$ cat config.mk
export PLATFORM = sky130hd
export DESIGN_NAME = add_sub_arbiter
export DESIGN_NICKNAME = d
export VERILOG_FILES = /design/src/rtl/add_sub_arbiter.sv
export SDC_FILE = /design/constraint.sdc
export NUM_CORES = 1
export LEC_CHECK = 0
export BUFFER_PORTS_ARGS = -buffer_cell sky130_fd_sc_hd__buf_2
export CORE_MARGIN = 2
export CORE_UTILIZATION = 30
export CTS_CLUSTER_DIAMETER = 120
export DETAILED_ROUTE_END_ITERATION = 8
export PLACE_DENSITY_LB_ADDON = 0.15
export SKIP_CTS_REPAIR_TIMING = 1
export SKIP_LAST_GASP = 1
export SYNTH_ARGS = -nofsm -noshare
export SYNTH_HDL_FRONTEND = slang
export SYNTH_SLANG_ARGS = --single-unit
$ cat constraint.sdc
create_clock -name clk -period 8.6 [get_ports clk]
set_input_delay 0.43 -clock clk [delete_from_list [all_inputs] [get_ports clk]]
set_output_delay 0.43 -clock clk [all_outputs]
set_load 0.005 [all_outputs]
$ cat src/rtl/add_sub_arbiter.sv
// Two-requester round-robin arbiter in front of a shared adder/subtractor/comparator.
// Each operation goes through IDLE -> EXEC -> RESP. The result is held in RESP until
// the owning requester accepts it.
// Optional build macro ADDSUB_ARB_FASTPATH_EN: when defined, a new request may be
// accepted in the same cycle that a response is taken, so the FSM goes RESP -> EXEC.
// That gives two cycles per op instead of three.

module add_sub_comp #(
  parameter int unsigned DATA_W = 32
) (
  input  logic [DATA_W-1:0] a,
  input  logic [DATA_W-1:0] b,
  input  logic              sub_sel,
  input  logic              unsigned_sel,
  output logic [DATA_W-1:0] result,
  output logic              less,
  output logic              equal
);

  logic [DATA_W:0]   sum;
  logic [DATA_W-1:0] b_eff;
  logic              ovf;

  // Single carry-propagate adder: a + ~b + 1 for subtraction.
  // The comparison flags are only meaningful when sub_sel is high.
  always_comb begin
    b_eff  = b ^ {DATA_W{sub_sel}};
    sum    = {1'b0, a} + {1'b0, b_eff} + {{DATA_W{1'b0}}, sub_sel};
    result = sum[DATA_W-1:0];
    ovf    = (a[DATA_W-1] == b_eff[DATA_W-1]) && (result[DATA_W-1] != a[DATA_W-1]);
    // A carry out of a - b means a >= b (unsigned). For signed, use N xor V.
    less   = unsigned_sel ? ~sum[DATA_W] : (result[DATA_W-1] ^ ovf);
    equal  = (result == '0);
  end

endmodule

module add_sub_arbiter #(
  parameter int unsigned DATA_W = 32
) (
  input  logic              clk,
  input  logic              rst_n,
  input  logic              req0_valid,
  output logic              req0_ready,
  input  logic [2:0]        req0_op,
  input  logic [DATA_W-1:0] req0_a,
  input  logic [DATA_W-1:0] req0_b,
  output logic              rsp0_valid,
  input  logic              rsp0_ready,
  output logic [DATA_W-1:0] rsp0_data,
  input  logic              req1_valid,
  output logic              req1_ready,
  input  logic [2:0]        req1_op,
  input  logic [DATA_W-1:0] req1_a,
  input  logic [DATA_W-1:0] req1_b,
  output logic              rsp1_valid,
  input  logic              rsp1_ready,
  output logic [DATA_W-1:0] rsp1_data
);

  localparam logic [2:0] OpAdd  = 3'b000;
  localparam logic [2:0] OpSub  = 3'b001;
  localparam logic [2:0] OpSlt  = 3'b010;
  localparam logic [2:0] OpSltu = 3'b011;
  localparam logic [2:0] OpEq   = 3'b100;

  typedef enum logic [1:0] {StIdle, StExec, StResp} state_e;

  state_e            state_q, state_d;
  logic              last_grant_q, last_grant_d;
  logic              owner_q, owner_d;
  logic [2:0]        op_q, op_d;
  logic [DATA_W-1:0] a_q, a_d;
  logic [DATA_W-1:0] b_q, b_d;
  logic              rsp0_valid_q, rsp0_valid_d;
  logic              rsp1_valid_q, rsp1_valid_d;
  logic [DATA_W-1:0] rsp0_data_q, rsp0_data_d;
  logic [DATA_W-1:0] rsp1_data_q, rsp1_data_d;

  logic              win;
  logic              any_valid;
  logic              owner_rsp_ready;
  logic              accept_window;
  logic              accept;
  logic              cmp_sub_sel;
  logic              cmp_unsigned_sel;
  logic [DATA_W-1:0] cmp_result;
  logic              cmp_less;
  logic              cmp_equal;
  logic [DATA_W-1:0] exec_result;

  // Arbitration: a lone requester wins; under contention the one not granted last wins.
  always_comb begin
    any_valid       = req0_valid | req1_valid;
    win             = (req0_valid & req1_valid) ? ~last_grant_q : req1_valid;
    owner_rsp_ready = owner_q ? rsp1_ready : rsp0_ready;
`ifdef ADDSUB_ARB_FASTPATH_EN
    accept_window   = (state_q == StIdle) || ((state_q == StResp) && owner_rsp_ready);
`else
    accept_window   = (state_q == StIdle);
`endif
    // rst_n gating keeps ready low during reset even though the FSM already sits in IDLE.
    accept          = accept_window & any_valid & rst_n;
    req0_ready      = accept & ~win;
    req1_ready      = accept & win;
  end

  add_sub_comp #(
    .DATA_W (DATA_W)
  ) u_add_sub_comp (
    .a            (a_q),
    .b            (b_q),
    .sub_sel      (cmp_sub_sel),
    .unsigned_sel (cmp_unsigned_sel),
    .result       (cmp_result),
    .less         (cmp_less),
    .equal        (cmp_equal)
  );

  // Decode the registered opcode into comparator controls and the result mapping.
  always_comb begin
    cmp_sub_sel      = (op_q != OpAdd);
    cmp_unsigned_sel = (op_q == OpSltu);
    unique case (op_q)
      OpAdd, OpSub:  exec_result = cmp_result;
      OpSlt, OpSltu: exec_result = {{(DATA_W-1){1'b0}}, cmp_less};
      OpEq:          exec_result = {{(DATA_W-1){1'b0}}, cmp_equal};
      default:       exec_result = '0;
    endcase
  end

  // Next-state logic: capture on accept, compute in EXEC, hold response in RESP.
  always_comb begin
    state_d      = state_q;
    last_grant_d = last_grant_q;
    owner_d      = owner_q;
    op_d         = op_q;
    a_d          = a_q;
    b_d          = b_q;
    rsp0_valid_d = rsp0_valid_q;
    rsp1_valid_d = rsp1_valid_q;
    rsp0_data_d  = rsp0_data_q;
    rsp1_data_d  = rsp1_data_q;

    unique case (state_q)
      StIdle: begin
        if (accept) begin
          state_d = StExec;
        end
      end
      StExec: begin
        if (owner_q) begin
          rsp1_valid_d = 1'b1;
          rsp1_data_d  = exec_result;
        end else begin
          rsp0_valid_d = 1'b1;
          rsp0_data_d  = exec_result;
        end
        state_d = StResp;
      end
      StResp: begin
        // The non-owner's rsp_ready never reaches here.
        if (owner_rsp_ready) begin
          rsp0_valid_d = 1'b0;
          rsp1_valid_d = 1'b0;
          state_d      = accept ? StExec : StIdle;
        end
      end
      default: state_d = StIdle;
    endcase

    // Capture is shared by IDLE and by the RESP fast path.
    if (accept) begin
      last_grant_d = win;
      owner_d      = win;
      op_d         = win ? req1_op : req0_op;
      a_d          = win ? req1_a  : req0_a;
      b_d          = win ? req1_b  : req0_b;
    end
  end

  // State and datapath registers. Reset drops any in-flight request.
  always_ff @(posedge clk or negedge rst_n) begin
    if (!rst_n) begin
      state_q      <= StIdle;
      last_grant_q <= 1'b1;
      owner_q      <= 1'b0;
      op_q         <= '0;
      a_q          <= '0;
      b_q          <= '0;
      rsp0_valid_q <= 1'b0;
      rsp1_valid_q <= 1'b0;
      rsp0_data_q  <= '0;
      rsp1_data_q  <= '0;
    end else begin
      state_q      <= state_d;
      last_grant_q <= last_grant_d;
      owner_q      <= owner_d;
      op_q         <= op_d;
      a_q          <= a_d;
      b_q          <= b_d;
      rsp0_valid_q <= rsp0_valid_d;
      rsp1_valid_q <= rsp1_valid_d;
      rsp0_data_q  <= rsp0_data_d;
      rsp1_data_q  <= rsp1_data_d;
    end
  end

  assign rsp0_valid = rsp0_valid_q;
  assign rsp1_valid = rsp1_valid_q;
  assign rsp0_data  = rsp0_data_q;
  assign rsp1_data  = rsp1_data_q;

endmodule

== Yosys cells after proc, flatten, opt, wreduce, memory -nomap -nowiden ==
Cells that the tools add are included.

* $add $sub $neg: 2
* Bitwise operators: 12
* Muxes and demuxes: 16
* Eq/ne operators: 12
* Reductions and logical operators: 13

{| class="wikitable"
|+ Operators with widths
! operator !! number
|-
| $pmux W32 S3 || 1
|-
| $mux W32 || 2
|-
| $add A32 B32 Y33 || 1
|-
| $add A33 B1 Y33 || 1
|-
| $logic_not A32 Y1 || 1
|-
| $xor A32 B32 Y32 || 1
|-
| $mux W1 || 7
|-
| $eq A3 B2 Y1 const B || 2
|-
| $ne A2 B2 Y1 const B || 3
|-
| $pmux W2 S3 || 1
|-
| $reduce_and A2 Y1 || 3
|-
| $reduce_and A3 Y1 || 2
|-
| $and A1 B1 Y1 || 5
|-
| $mux W2 || 2
|-
| $not A1 Y1 || 4
|-
| $pmux W1 S2 || 2
|-
| $reduce_or A2 Y1 || 2
|-
| $eq A3 B1 Y1 const B || 1
|-
| $eq A3 B3 Y1 const B || 1
|-
| $logic_not A3 Y1 || 1
|-
| $mux W3 || 1
|-
| $reduce_bool A3 Y1 || 1
|-
| $eq A2 B1 Y1 const B || 1
|-
| $eq A2 B2 Y1 const B || 1
|-
| other kinds (8) || 8
|}

* Bits in registers: 137
* Output and inout port bits: 68
* Input bits: 140
* Word-level logic and storage cells: 65

== Logic depth before layout (Yosys ltp) ==
* Word-level depth: 9
* Mapped depth: 16
* Depth with buffers taken out: 13

== Hierarchy ==
A second synthesis with hierarchy kept.

* Cells, all modules: 881
* Area total of the unflattened synthesis: 8027.7 um2

{| class="wikitable"
|+ Modules (own cells, without submodules)
! module !! area an instance (um2) !! instances !! cells each !! sequential area each (um2)
|-
| add_sub_arbiter || 5903.2 || 1 || 583 || 3429.5
|-
| add_sub_comp || 2124.5 || 1 || 298 || 0.0
|}

== Least setup slack after synthesis ==
OpenSTA, ideal clock, no wires.

* Kind: register to register
* Start: reg op_q[2]
* End: reg rsp0_data_q[0], in the netlist rsp0_data[0]
* Arrival: 4033 ps
* Clock period less this slack: 4111 ps
* Slack: 4489 ps
* Path buffers: 2
* Cell stages (with the launch flop): 16
* Required time: 8523 ps
* Library setup time: 77 ps
* Path through: dfrtp_1 -> or2_2 -> clkbuf_1 -> nor2_1 -> buf_1 -> xnor2_1 -> fa_1 -> and3_1 -> o211ai_1 -> a31oi_1 -> or3_1 -> a2111oi_0 -> o2111ai_1 -> nor4b_2 -> nand4_1 -> a21oi_1

* Word-level cells in the longest chain between the ends: 9
* Elaborated cells between the ends (all ways): 19
* Classes of those cells: add/sub: 2; eq/ne: 6; mux: 2; bitwise: 3; reduce/logical: 6

{| class="wikitable"
|+ Ends and longest elaborated chain
! what !! line !! source
|-
| start: declaration || 72 || <nowiki>logic [2:0] op_q, op_d;</nowiki>
|-
| start signal: assignment || 199 || <nowiki>op_q <= op_d;</nowiki>
|-
| $reduce_bool A3 Y1 || 122 || <nowiki>cmp_sub_sel = (op_q != OpAdd);</nowiki>
|-
| $xor A32 B32 Y32 || 27 || <nowiki>b_eff = b ^ {DATA_W{sub_sel}};</nowiki>
|-
| $add A32 B32 Y33 || 28 || <nowiki>sum = {1'b0, a} + {1'b0, b_eff} + {{DATA_W{1'b0}}, sub_sel};</nowiki>
|-
| $add A33 B1 Y33 || 28 ||
|-
| $ne A1 B1 Y1 || 30 || <nowiki>ovf = (a[DATA_W-1] == b_eff[DATA_W-1]) && (result[DATA_W-1] != a[DATA_W-1]);</nowiki>
|-
| $logic_and A1 B1 Y1 || 30 ||
|-
| $xor A1 B1 Y1 || 32 || <nowiki>less = unsigned_sel ? ~sum[DATA_W] : (result[DATA_W-1] ^ ovf);</nowiki>
|-
| $mux W1 || 32 ||
|-
| $pmux W32 S3 (*) || 124 || <nowiki>unique case (op_q)</nowiki>
|-
| end signal: assignment || 204 || <nowiki>rsp0_data_q <= rsp0_data_d;</nowiki>
|-
| end: declaration || 77 || <nowiki>logic [DATA_W-1:0] rsp0_data_q, rsp0_data_d;</nowiki>
|}

Every way passes the cells marked *; elsewhere a longest branch is shown, timed or not.
A chain may end at the register's enable or synchronous reset.

== Worst setup path in the final report ==
Ends and elaborated chain as after synthesis.

==> flow_summary.json <==
{
  "cts_tree": "built",
  "reg2regPathDepth": 13,
  "top_layer_used": "met4",
  "grt_usage_pct": 17.5,
  "grt_overflow_total": 0,
  "gp_congestion": 0.871,
  "crit_path_max_incr_delay_ns": 0.90,
  "drt_pass1_iterations": 9,
  "finalCriticalPeriod_ns": 4.90,
  "fin_skew_ns": 0.00861,
  "vias": 7145,
  "cap_viol_max_count": 0,
  "violations": "hold timing",
  "synthArstFlopShare_pct": 100,
  "synth.ff_latch_count": 137,
  "grt_pass1_wl_mm": 38.9,
  "grt_max_degree": 76,
  "synth_area_per_cell_um2": 9.20,
  "placedCellCount": 1354,
  "synth_area_leaders": "dfrtp_1 43%, a222oi_1 8.5%, nand2_1 5.7%, ha_1 5.1%, o21ai_0 4.9%",
  "hold_class": "in2async",
  "status": "finished, violations left",
  "clk_pin_slew_ns": 0.06,
  "ff2ff_setup_slack_ns": 3.70,
  "die_y_um": 167,
  "slew-limit-headroom_pct": 23.4,
  "drive_gt1_share_pct": 26.4,
  "fin_crit_sh_pct": 57.0,
  "rows": 59,
  "num-fill-cells": 2726,
  "hpwl_mm": 18.7,
  "final_core_util_pct": 38.0,
  "avgViaCountPerCell": 5.15,
  "grt_pass1_vias": 6834,
  "synth_top_flop_cell": "dfrtp_1",
  "rr_endpoint": "rsp0_data[0]",
  "synth.yosys.seq_area_share_pct": 43.3,
  "crit_type": "reg2reg",
  "hold_violations": 13,
  "crit_chain": "or2_2 -> nor2_4 -> xnor2_1 -> fa_1 -> and3_1 -> o211ai_1 -> a31oi_1 -> or3_1 -> a2111oi_0 -> o2111ai_1 -> nor4b_2 -> nand4_1 -> a21oi_1",
  "start_kind": "register",
  "htree_num_levels": 4,
  "fin_tns_setup_ns": 0,
  "syn_nets": 1035,
  "antenna_found_initial": 1,
  "met3_length_mm": 1.32,
  "end_kind": "register",
  "synth_edf_count": 0,
  "numCtsBuffers": 17,
  "r2r-start": "op_q[2]",
  "cp.required_ns": 8.94,
  "cts.path.max_buffers": 2,
  "syn_area_um2": 7930,
  "core_area_um2": 26000,
  "hold_ws_ns": -0.0216,
  "grt_setup_unrepaired": "no",
  "routed_wirelength_mm": 24.6,
  "fin_cells": 1387,
  "slew_viol_final": 0,
  "yosysTopAreaCellShare_pct": 42.9,
  "synth_top_cell_by_area": "dfrtp_1",
  "die_area_um2": 27700,
  "worst-slew-pin-transition_ns": 1.15,
  "max_freq_ghz": 0.204,
  "synth_cells": 862,
  "clock_latency_ns": 0.42,
  "cts.sinks": 137,
  "drcViolationCount": 0,
  "crit_arrival_ns": 5.24,
  "startpoint": "op_q[2]",
  "wl_met2_mm": 10.2,
  "initial_core_util_pct": 30.5,
  "port_buffers": 207,
  "cts_root_buffer": "clkbuf_16",
  "first_iter_violations": 640,
  "wl_per_cell_um": 17.7,
  "area_growth_pct": 24.5,
  "ys_warn_count": 0,
  "finalSetupViolCount": 0,
  "wl_met1_mm": 12.8,
  "cpMaxStageDelayCell": "nor2_4",
  "io_pins": 208,
  "final_nets": 1211,
  "cp_max_fo": 31,
  "die_width_um": 167,
  "final_antenna_net_count": 0,
  "ys_types": 67
}
## registers in the layout, summed over array words and instances, names as in the netlist
register,count
last_grant_q,1
b_q,32
a_q,32
rsp1_valid,1
op_q,3
rsp1_data,32
owner_q,1
rsp0_data,32
state_q,2
rsp0_valid,1
## critical path, delay by kind of cell, from the launching register on
kind	cells	cell delay [ns]
simple gates	6	2.37
xor+xnor	1	0.25
flops	1	0.47
compound gates	5	1.21
fa+ha+maj	1	0.50
## metal layers
layer  track usage [%]  up-vias
li1                  -     3536
met1              27.3     3365
met2              24.6      226
met3              3.23       18
met4              4.61        0
met5                 0        -
## metrics by stage
step	hold WS (ns)	area (um2)	setup slack [ns]
after detailed placement	0.460	9250	3.62
after floorplan	0.134	7930	4.49
after global placement	0.456	9250	3.70
final	-0.0216	9870	3.70
after global routing	0.0155	9870	3.25
after CTS	0.0108	9870	3.60
## layout by cell type, fill, tap and decap left out, types with 9 or more instances in the layout
master     synthesis  layout
xor2_1             9       9
or2_2             12      12
clkbuf_16          0      17
a222oi_1          67      67
buf_2              8     206
nand2_1          120     119
xnor2_1           42      42
a21oi_1           38      37
nor3_1            13      13
ha_1              32      32
o21ai_0           77      77
nand3_1           16      16
inv_1             75      75
nor2_1            23      22
dfrtp_1          136     136
## synthesized netlist by cell type (4+ instances only)
master / n
nor3b_1: 4
o211ai_1: 4
a21oi_1: 38
xor2_1: 9
a31oi_1: 5
nor3_1: 13
and4_1: 4
o21ai_1: 6
o31ai_1: 7
dfrtp_1: 136
or2_2: 12
or3_1: 8
ha_1: 32
nand2_1: 120
nor2b_1: 7
o2111ai_1: 4
clkbuf_1: 42
nand4_1: 8
xnor2_1: 42
o21a_1: 8
buf_1: 5
nand3_1: 16
a222oi_1: 67
buf_2: 8
a211oi_1: 8
inv_1: 75
o21ai_0: 77
nor2_1: 23
a21o_1: 8
nor4_1: 5
and3_1: 7
## how the worst max path moves through the flow
stage / to / slack (ns) / depth (start not counted)
floorplan: rsp0_data[0] / 4.49 / 15
global placement: rsp0_data[0] / 3.70 / 13
detailed placement: rsp0_data[0] / 3.62 / 13
CTS: rsp0_data[0] / 3.60 / 13
global route: rsp0_data[0] / 3.25 / 13
finish: rsp0_data[0] / 3.70 / 13
## kinds of logic (layout without fill, tap and decap cells)
family                     after synthesis  after routing  synth area share, %
muxes                                    4              4                0.552
adders and majority gates               33             33                 5.30
buffers and inverters                  131            320                 6.38
other                                    0              1                    0
DFF                                    137            137                 43.3
AOI/OAI and AO/OA                      261            261                 23.7
and+or+nand+nor                        245            245                 15.2
xor gates and xnor gates                51             51                 5.63
## area by class of cell
cell class	instances	area (um2)	share of cell area [%]
multi-input cells	594	4030	40.8
flip-flops and latches	137	3430	34.7
repair buffers	213	1090	11.0
clock buffers	19	453	4.59
well taps	335	419	4.25
inverters	75	282	2.85
clock inverters	13	168	1.70
diodes	1	2.50	0.0254
Power is left out: the tool's default activity adds up to more than one toggle a clock period on the data nets, which glitch-free logic cannot reach.
